==> src/rtl/render_cmd_slave.sv <==
// Avalon-MM slave front-end for the sprite renderer: holds x/y/texture registers and
// turns PLOT writes into commands queued in a first-word-fall-through FIFO.
module render_cmd_slave #(
    parameter int unsigned DEPTH = 4,
    parameter int unsigned X_MAX = 319,
    parameter int unsigned Y_MAX = 239
) (
    input  logic        clk,
    input  logic        rst,
    input  logic [3:0]  slave_address,
    input  logic        slave_read,
    output logic [31:0] slave_readdata,
    input  logic        slave_write,
    input  logic [31:0] slave_writedata,
    output logic        slave_waitrequest,
    output logic        cmd_valid,
    input  logic        cmd_ready,
    output logic [9:0]  cmd_x,
    output logic [8:0]  cmd_y,
    output logic [6:0]  cmd_tex,
    input  logic        engine_busy
);

    localparam int unsigned AW = (DEPTH > 1) ? $clog2(DEPTH) : 1;
    localparam int unsigned CW = AW + 1;
    localparam logic [CW-1:0] FullCount = CW'(DEPTH);
    localparam logic [9:0] XMax = 10'(X_MAX);
    localparam logic [8:0] YMax = 9'(Y_MAX);

    localparam logic [3:0] AddrStatus = 4'd0;
    localparam logic [3:0] AddrX      = 4'd1;
    localparam logic [3:0] AddrY      = 4'd2;
    localparam logic [3:0] AddrTex    = 4'd4;
    localparam logic [3:0] AddrPlot   = 4'd6;
    localparam logic [3:0] AddrClear  = 4'd7;

    logic [9:0]    x_q;
    logic [8:0]    y_q;
    logic [6:0]    tex_q;
    logic [7:0]    plot_cnt_q;
    logic [25:0]   mem_q [DEPTH];
    logic [AW-1:0] wr_ptr_q;
    logic [AW-1:0] rd_ptr_q;
    logic [CW-1:0] count_q;

    logic        full;
    logic        empty;
    logic        plot_req;
    logic        clear_req;
    logic        push;
    logic        pop;
    logic [9:0]  x_in;
    logic [8:0]  y_in;
    logic [9:0]  x_clamped;
    logic [8:0]  y_clamped;
    logic [2:0]  occ_sat;
    logic [25:0] head;
    logic [31:0] status;
    logic        unused_wdata;

    assign full      = (count_q == FullCount);
    assign empty     = (count_q == '0);
    assign plot_req  = slave_write && (slave_address == AddrPlot);
    assign clear_req = slave_write && (slave_address == AddrClear);
    // A full FIFO stalls the PLOT even if a pop frees a slot this cycle.
    assign push      = plot_req && !full;
    assign pop       = !empty && cmd_ready;

    assign slave_waitrequest = plot_req && full;

    assign x_in      = slave_writedata[9:0];
    assign y_in      = slave_writedata[8:0];
    assign x_clamped = (x_in > XMax) ? XMax : x_in;
    assign y_clamped = (y_in > YMax) ? YMax : y_in;
    assign unused_wdata = ^slave_writedata[31:10];

    always_ff @(posedge clk) begin
        if (rst) begin
            x_q        <= '0;
            y_q        <= '0;
            tex_q      <= '0;
            plot_cnt_q <= '0;
            wr_ptr_q   <= '0;
            rd_ptr_q   <= '0;
            count_q    <= '0;
        end else begin
            if (slave_write && slave_address == AddrX)   x_q   <= x_clamped;
            if (slave_write && slave_address == AddrY)   y_q   <= y_clamped;
            if (slave_write && slave_address == AddrTex) tex_q <= slave_writedata[6:0];

            if (push) begin
                wr_ptr_q   <= wr_ptr_q + 1'b1;
                plot_cnt_q <= plot_cnt_q + 8'd1;
            end else if (clear_req) begin
                plot_cnt_q <= '0;
            end

            if (pop) rd_ptr_q <= rd_ptr_q + 1'b1;

            case ({push, pop})
                2'b10:   count_q <= count_q + 1'b1;
                2'b01:   count_q <= count_q - 1'b1;
                default: count_q <= count_q;
            endcase
        end
    end

    // Storage needs no reset: the pointers and count define which entries are live.
    always_ff @(posedge clk) begin
        if (push) mem_q[wr_ptr_q] <= {x_q, y_q, tex_q};
    end

    assign head      = mem_q[rd_ptr_q];
    assign cmd_valid = !empty;
    assign cmd_x     = empty ? '0 : head[25:16];
    assign cmd_y     = empty ? '0 : head[15:7];
    assign cmd_tex   = empty ? '0 : head[6:0];

    always_comb begin
        occ_sat = (32'(count_q) > 32'd7) ? 3'd7 : 3'(count_q);
    end

    assign status = {16'd0, plot_cnt_q, 3'd0, occ_sat, full, (!empty || engine_busy)};

    always_comb begin
        slave_readdata = '0;
        if (slave_read) begin
            case (slave_address)
                AddrStatus: slave_readdata = status;
                AddrX:      slave_readdata = {22'd0, x_q};
                AddrY:      slave_readdata = {23'd0, y_q};
                AddrTex:    slave_readdata = {25'd0, tex_q};
                default:    slave_readdata = '0;
            endcase
        end
    end

endmodule

==> config.mk <==
export PLATFORM = sky130hd
export DESIGN_NAME = render_cmd_slave
export DESIGN_NICKNAME = d
export VERILOG_FILES = /design/src/rtl/render_cmd_slave.sv
export SDC_FILE = /design/constraint.sdc
export NUM_CORES = 1
export LEC_CHECK = 0
export ABC_AREA = 1
export ABC_CLOCK_PERIOD_IN_PS = 2800
export CAP_MARGIN = 20
export CORE_ASPECT_RATIO = 1.5
export CORE_MARGIN = 4
export CORE_UTILIZATION = 48
export CTS_CLUSTER_DIAMETER = 150
export DETAILED_ROUTE_END_ITERATION = 16
export PLACE_DENSITY = 0.76
export SKIP_LAST_GASP = 1
export SLEW_MARGIN = 40
export SYNTH_ARGS = -nofsm -noshare
export SYNTH_HDL_FRONTEND = slang
export SYNTH_SLANG_ARGS = --single-unit
==> constraint.sdc <==
create_clock -name clk -period 2.8 [get_ports clk]
set_clock_uncertainty 0.15 [all_clocks]
set_input_delay 0.56 -clock clk [delete_from_list [all_inputs] [get_ports clk]]
set_output_delay 0.56 -clock clk [all_outputs]
set_load 0.1 [all_outputs]
# == Word-level counts from Yosys, hierarchy flattened ==
# Memories as Yosys holds them, arrays and structs flattened. A register that Yosys moved wholly into a read port is not among the register bits.
# Index checks and enable logic that the tools add are counted.
# op_classes
addsub,5
n_lt_le_gt_ge,2
eq_ne,8
n_mux,14
reduce_logical,15
# op_table
cell,count
one-hot mux 16 bit (4 select lines),1
2-to-1 mux 10 bit,2
2-to-1 mux 9 bit,2
2-to-1 mux 16 bit,1
2-to-1 mux 8 bit,2
"== test 4 x 3 -> 1 bit, second input constant",3
"greater-than comparator 10 x 9 -> 1 bit, second input constant",1
"greater-than comparator 9 x 8 -> 1 bit, second input constant",1
"adder 8 x 1 -> 8 bit, second input constant",1
logical AND 1 bit,8
2-to-1 mux 7 bit,1
one-hot mux 3 bit (2 select lines),1
"adder 2 x 1 -> 2 bit, second input constant",2
"== test 4 x 1 -> 1 bit, second input constant",1
"== test 4 x 2 -> 1 bit, second input constant",1
zero test 4 bit,1
2-to-1 mux 2 bit,2
nonzero test 2 bit,2
"adder 3 x 1 -> 3 bit, second input constant",1
"== test 3 bit, second input constant",1
zero test 3 bit,1
"subtractor 3 x 1 -> 3 bit, second input constant",1
"== test 2 x 1 -> 1 bit, second input constant",1
"== test 2 bit, second input constant",1
other kinds (3),5
# totals
ff_bits,41
mem_bits_rw,104
inputBits,42
out_inout_bits,60
mem_count,1
# memory_table
name,words,width,rd,rd_clocked_by_memory_dff,wr,line,source
mem_q,4,26,1,1,1,41,logic [25:0] mem_q [DEPTH];

# == Longest topological paths before layout ==
# Gate-level depths: netlist of the first run.
# depth
ltp_word,5
depth_mapped,13
mapped_depth_nobuf,12

# == Least setup slack after synthesis of the first run ==
# OpenSTA, ideal clock, no wires.
# synth_path
path_type,input -> output
from,input slave_address[3]
to,output slave_readdata[11]
arrival_ns,2.973
required_ns,2.090
path_slack_ns,-0.883
path_stages,4
path_cell_list,nor2_2 nand2_1 buf_2 nor3_1
# synth_between
elab_chain_cells,3
word_cells_on_any_way,6
classes_between,eq/ne (3); mux (2); reduce/logical (1)
# synth_lines
item,line,source
"start, declared",10,"input logic [3:0] slave_address,"
"== test 4 x 3 -> 1 bit, or another cell as far along",128,case (slave_address)
one-hot mux 16 bit (4 select lines) (*),128,
2-to-1 mux 16 bit (*),127,if (slave_read) begin
"end, declared",12,"output logic [31:0] slave_readdata,"
# Mark *: on every way between the ends. The rest lies on a longest branch, timed or not.

==> results of run 1 <==
==> kinds of logic after synthesis <==
logic type | count (synthesis) | synth area share
DFF | 147 | 0.621
other | 1 | 0.000584
and+or+nand+nor | 277 | 0.181
AOI/OAI and AO/OA | 143 | 0.113
adders and majority gates | 7 | 0.0148
xor gates and xnor gates | 1 | 0.00137
buffers and inverters | 91 | 0.0682
==> through the flow <==
stage,util,power (mW)
2_1_floorplan,-,3.57
3_3_place_gp,0.602,4.09
3_5_place_dp,0.602,4.12
4_1_cts,0.648,6.28
5_1_grt,0.651,6.47
6_report,0.651,6.27
==> what timing repair did <==
| item | CTS | global route |
|---|---|---|
| endpoints found under the setup margin | 12 | 19 |
| resized for setup | 4 | 15 |
| pin swaps | 0 | 4 |
| hold buffers | 0 | 0 |
| setup buffers | 0 | 0 |
==> registers in the layout (all words and copies together) (netlist names), named ones only <==
register and cells:
count_q 3, mem_q 104, plot_cnt_q 8, rd_ptr_q 2, tex_q 7, wr_ptr_q 2
x_q 10, y_q 9
==> cell usage in the layout (no fill, tap or decap), drive strengths merged, types with 2 or more instances in the layout <==
cell	instances
conb	16
clkbuf	24
buf	71
nor3	12
o21ai	89
nand4	2
dfxtp	43
a21oi	52
clkdlybuf4s50	15
nand2	76
nor2	167
clkinvlp	2
dlymetal6s2s	4
ha	6
clkinv	9
nand3	19
inv	45
edfxtp	104
==> power breakdown <==
group | internal (mW) | total [mW] | switching, mW | leakage, nW
combinational | 0.490 | 1.72 | 1.23 | 1.56
clock | 1.36 | 2.18 | 0.815 | 0.287
sequential | 2.34 | 2.37 | 0.0302 | 1.47
total | 4.19 | 6.27 | 2.08 | 3.31
==> how the worst max path moves through the flow <==
stage / endpoint / slack (ns) / cells after the start
2_1_floorplan: cmd_tex[0] / -0.64 / 5
3_3_place_gp: slave_readdata[0] / -0.03 / 9
3_5_place_dp: slave_readdata[0] / -0.07 / 9
4_1_cts: slave_readdata[0] / -0.05 / 10
5_1_grt: cmd_x[7] / 0.009 / 5
6_report: cmd_tex[1] / 0.12 / 6
==> cell type report <==
cell class / instances / share of cell area
inverter: 49 / 0.0230
multi-input combinational: 444 / 0.257
clock buffer: 24 / 0.0605
tap: 159 / 0.0235
sequential: 147 / 0.470
clock inverter: 8 / 0.00871
timing repair buffer: 90 / 0.158
==> cell usage after synthesis, drive strengths merged (3+ instances only) <==
master,instances,area [um^2]
ha,6,75.1
clkbuf,9,35.0
o21ai,89,445
nor3,12,60.1
nand3,19,123
dfxtp,43,861
a21oi,52,264
edfxtp,104,3120
inv,46,173
nor2,167,664
nand2,76,295
buf,33,214
clkinv,3,16.3
==> worst max-delay path, cell delays in order, from the launching register on <==
cell,delay [ns]
dfxtp_1,0.48
buf_6,0.27
nor2_1,0.07
nor2_1,0.12
o21ai_0,0.15
a21oi_2,0.24
buf_12,0.21
==> routing by layer <==
layer | GRT usage | vias up | routed length (um)
met4 | 0.112 | 0 | 534
met1 | 0.240 | 2352 | 5810
met3 | 0.0462 | 39 | 1030
met2 | 0.364 | 240 | 8120
met5 | 0 | - | 0
li1 | - | 2373 | -
==> impl_metrics.yaml, run 1 <==
clocking:
  clock-root-buffer: "clkbuf_16"
  clockBufferDepth: 2
  clk_pin_slew_ns: 0.06
  cts_buffers: 17
  clkSinkCount: 147
  cts_tree: "yes"
  htreeDepth: 4
  clk-insertion-delay-late_ns: 0.41
worst_hold_path:
  whs_path_depth: 2
  hp-start: "rd_ptr_q[1]"
  min_to: "rd_ptr_q[1]"
  hold_path_class: "register to register"
placement:
  dp.final_hpwl_um: 10600
  place.gp.congestion: 0.966
  dp.cells: 889
  port_buffers: 63
  placed_cell_area_mm2: 0.00784
  place_ws_ns: -0.0721
yosys:
  synth_edf_count: 104
  synth_ff_type: "edfxtp_1"
  yosysUniqueCellTypes: 34
  synth.avg_cell_area_um2: 9.62
  yosysSeqAreaShare: 0.621
  synthesis.area_mm2: 0.00642
  yosysWarningCount: 0
  async_reset_ff_frac: 0
  ys_ff_latch: 147
  syn-instance-count: 667
sta:
  worstMarginPinSlew_ns: 0.768
  fin_setup_tns_ns: 0
  slew_viol_final: 0
  period_share: 0.957
  hold_violations: 0
  fin_ws_ns: 0.120
  setup_viol: 0
  slew_headroom: 0.487
  fmax_mhz: 373
  finalCriticalPeriod_ns: 2.68
  hold_ws_ns: 0.334
  rsz0062_at_grt: "no"
floorplan:
  io_pins: 102
  num_rows: 51
  dieWidth_um: 102
  die_h_um: 150
  start_util: 0.493
  die_area_mm2: 0.0153
  core-area_mm2: 0.0130
final_layout:
  syn2layout_area_growth_pct: 32.1
  final_cells: 921
  diodes: 0
  final_cell_area_mm2: 0.00848
  multi_input_area_mm2: 0.00217
  fillerInstances: 997
  regArea_mm2: 0.00398
  fin_nets: 798
  drive_above_1_share: 0.196
drt:
  vias: 5004
  drc: 0
  wl_per_cell_um: 16.8
  antenna_left: 0
  dr.pass1.iters: 5
  vias_per_cell: 5.43
  wl_um: 15500
  drt_iter0_drc: 339
grt:
  grt_pass1_vias: 4977
  gr-total-overflow: 0
  grt_max_degree: 28
  grt_usage: 0.211
  grt_pass1_wl_um: 24500
  antenna_found_initial: 0
setup_path:
  rr_startpoint: "count_q[0]"
  criticalPathCategory: "register to output port"
  worst_setup_path_start_kind: "register"
  regToRegEndpoint: "count_q[2]"
  r2r_slack_ns: 0.62
  cp_max_fo: 26
  reg2reg_depth: 12
  cp_data_arrival_time_ns: 1.97
  cp-end-kind: "output port"
  required_ns: 2.09
power_and_ir_drop:
  power_leakage_nw: 3.31
  vdd_drop_max_mv: 0.532
  power.density_mw_per_mm2: 740
flow_run:
  cap_violations: 0
run_status:
  status: "finished, final reports clean"
Note: power is estimated with default switching activity, not from simulation.
==> run 2, diff against run 1 <==
--- a/config.mk
+++ b/config.mk
@@ -9,7 +9,6 @@
 export ABC_CLOCK_PERIOD_IN_PS = 2800
 export CAP_MARGIN = 20
 export CORE_ASPECT_RATIO = 1.5
-export CORE_MARGIN = 4
 export CORE_UTILIZATION = 48
 export CTS_CLUSTER_DIAMETER = 150
 export DETAILED_ROUTE_END_ITERATION = 16
==> constraint.sdc (replaced) <==
create_clock -name clk -period 2.8 [get_ports clk]
set_clock_uncertainty 0.15 [all_clocks]
set_input_delay 0.28 -clock clk [delete_from_list [all_inputs] [get_ports clk]]
set_output_delay 0.28 -clock clk [all_outputs]
set_load 0.1 [all_outputs]
==> run 2 against run 1 <==
Against the previous run:
- sequential power about the same
- utilization is 1.7 points lower
- combinational power shrank 2%
- largest cell class unchanged
- largest power group unchanged
- highest routed layer unchanged
==> impl_metrics.yaml, run 2 (synthesis gave the netlist of run 1 again) <==
setup_path:
  path_delay_family: "buffers and inverters"
  cp-end-kind: "output port"
  cp_max_fo: 28
  worst_setup_path_start_kind: "register"
  crit_chain: "buf_4 > nor2_1 > nor2_1 > o21ai_0 > a21oi_1 > buf_12"
  reg2reg_depth: 12
  regToRegEndpoint: "count_q[2]"
  cpPeakStageDelay_ns: 0.44
  rr_startpoint: "count_q[0]"
  required_ns: 2.37
  criticalPathCategory: "register to output port"
  cp_data_arrival_time_ns: 2.06
  critPathBufInv: 2
  r2r_slack_ns: 0.64
  cpMaxStageDelayCell: "dfxtp_1"
  cpMostUsedCell: "nor2_1"
placement:
  dp.final_hpwl_um: 9850
  place.gp.congestion: 0.947
  port_buffers: 63
  dp.cells: 875
  placed_cell_area_mm2: 0.00767
worst_hold_path:
  min_to: "rd_ptr_q[1]"
  whs_path_depth: 2
  hp-start: "rd_ptr_q[1]"
  hold_path_class: "register to register"
clocking:
  clkSinkCount: 147
  cts_tree: "yes"
  cts-resized-gates: 0
  clk-insertion-delay-late_ns: 0.42
  post_cts_buffers: 0
  cts_buffers: 17
  clk_pin_slew_ns: 0.06
  cts_hold_buf: 0
  htreeDepth: 4
  clockBufferDepth: 2
  clock-root-buffer: "clkbuf_16"
sta:
  setup_viol: 0
  period_share: 0.890
  worstMarginPinSlew_ns: 0.774
  hold_violations: 0
  slew_viol_final: 0
  finalCriticalPeriod_ns: 2.49
  fmax_mhz: 401
  slew_headroom: 0.481
  rsz0062_at_grt: "no"
run_status:
  status: "finished, final reports clean"
final_layout:
  multi_input_area_mm2: 0.00209
  syn2layout_area_growth_pct: 28.6
  regArea_mm2: 0.00398
  fin_nets: 784
  final_cell_mix: "nor2_1, edfxtp_1, o21ai_0, nand2_1, a21oi_1"
  largest_reg_flops: 104
  final_cell_area_mm2: 0.00825
  largest-register: "mem_q"
  fillerInstances: 977
  final_cells: 907
  reg.largest.list: "mem_q (104), x_q (10), y_q (9)"
  drive_above_1_share: 0.158
  diodes: 0
  mostFrequentLayoutCell: "nor2_1"
  fin_util: 0.634
drt:
  routed-wl-met3_um: 1130
  antenna_left: 0
  drt_iter0_drc: 301
  vias: 4915
  wl_per_cell_um: 16.2
  drc: 0
  vias_per_cell: 5.42
  wl_met2_um: 7580
  dr.pass1.iters: 5
  wl_um: 14700
  highest_layer: "met4"
  m1WireLength_um: 5460
flow_run:
  cap_violations: 0
floorplan:
  die_area_mm2: 0.0138
  core-area_mm2: 0.0130
  die_h_um: 144
  start_util: 0.493
  io_pins: 102
  dieWidth_um: 96.4
  num_rows: 51
grt:
  grt_pass1_wl_um: 23400
  antenna_found_initial: 0
  gr-total-overflow: 0
  grt_usage: 0.229
  grt_max_degree: 32
  grt_pass1_vias: 4865
power_and_ir_drop:
  vdd_drop_max_mv: 0.495
  power_mw: 6.23
  power.density_mw_per_mm2: 755
  power_leakage_nw: 3.17
[run 2: cell count changes in the layout (fill, tap and decap cells not counted), sizes merged]
cell / previous run / this run
clkdlybuf4s50: 15 / 19
clkinvlp: 2 / 1
clkbuf: 24 / 21
buf: 71 / 57
inv: 45 / 49
dlymetal6s2s: 4 / 0
[run 2: report_power, final]
group	internal (mW)	total [mW]	switching, mW	leakage [nW]
logic	0.472	1.68	1.21	1.42
clock network	1.33	2.18	0.853	0.289
registers	2.34	2.37	0.0290	1.47
total	4.14	6.23	2.09	3.17
[run 2: cell type report]
type                       instances  share of cell area
tap                              159              0.0241
sequential                       147               0.483
clock buffer                      21              0.0585
timing repair buffer              76               0.146
clock inverter                    11              0.0118
multi-input combinational        444               0.254
inverter                          49              0.0229
[run 2: worst reg2reg max path: cells and delay by family, from the launching register on]
family                   cells  cell delay (ns)
adder cells (fa/ha/maj)      2             0.51
flip-flops                   1             0.36
buffers and inverters        3             0.34
AO/OA/AOI/OAI                2             0.25
AND/OR/NAND/NOR              5             0.48
[run 2: per-layer routing]
metal,track usage,up-vias
li1,-,2347
met1,0.265,2271
met2,0.385,258
met3,0.0481,39
met4,0.135,0
met5,0,-
[run 2: worst max-delay path by stage]
stage,startpoint,to,slack (ns),cells after the start
2_1_floorplan,count_q[0],cmd_tex[0],-0.36,5
3_3_place_gp,slave_write,count_q[2],0.39,12
3_5_place_dp,slave_address[0],count_q[2],0.36,13
4_1_cts,register,cmd_tex[3],0.31,6
5_1_grt,register,cmd_tex[3],0.17,6
6_report,register,cmd_y[6],0.31,6
[run 2: through the flow]
stage / TNS (ns) / worst slack, ns / hold slack, ns
detailed placement: 0 / 0.363 / 0.305
finish: 0 / 0.307 / 0.314
global placement: 0 / 0.389 / 0.293
floorplan: -8.25 / -0.357 / 0.257
global route: 0 / 0.173 / 0.363
CTS: 0 / 0.311 / 0.315
==> run 3, diff against run 2 <==
--- a/config.mk
+++ b/config.mk
@@ -13,7 +13,6 @@
 export CTS_CLUSTER_DIAMETER = 150
 export DETAILED_ROUTE_END_ITERATION = 16
 export PLACE_DENSITY = 0.76
-export SKIP_LAST_GASP = 1
 export SLEW_MARGIN = 40
 export SYNTH_ARGS = -nofsm -noshare
 export SYNTH_HDL_FRONTEND = slang
==> results of run 3 <==
Same layout as run 2: the final DEF is identical, and so are final timing and power.
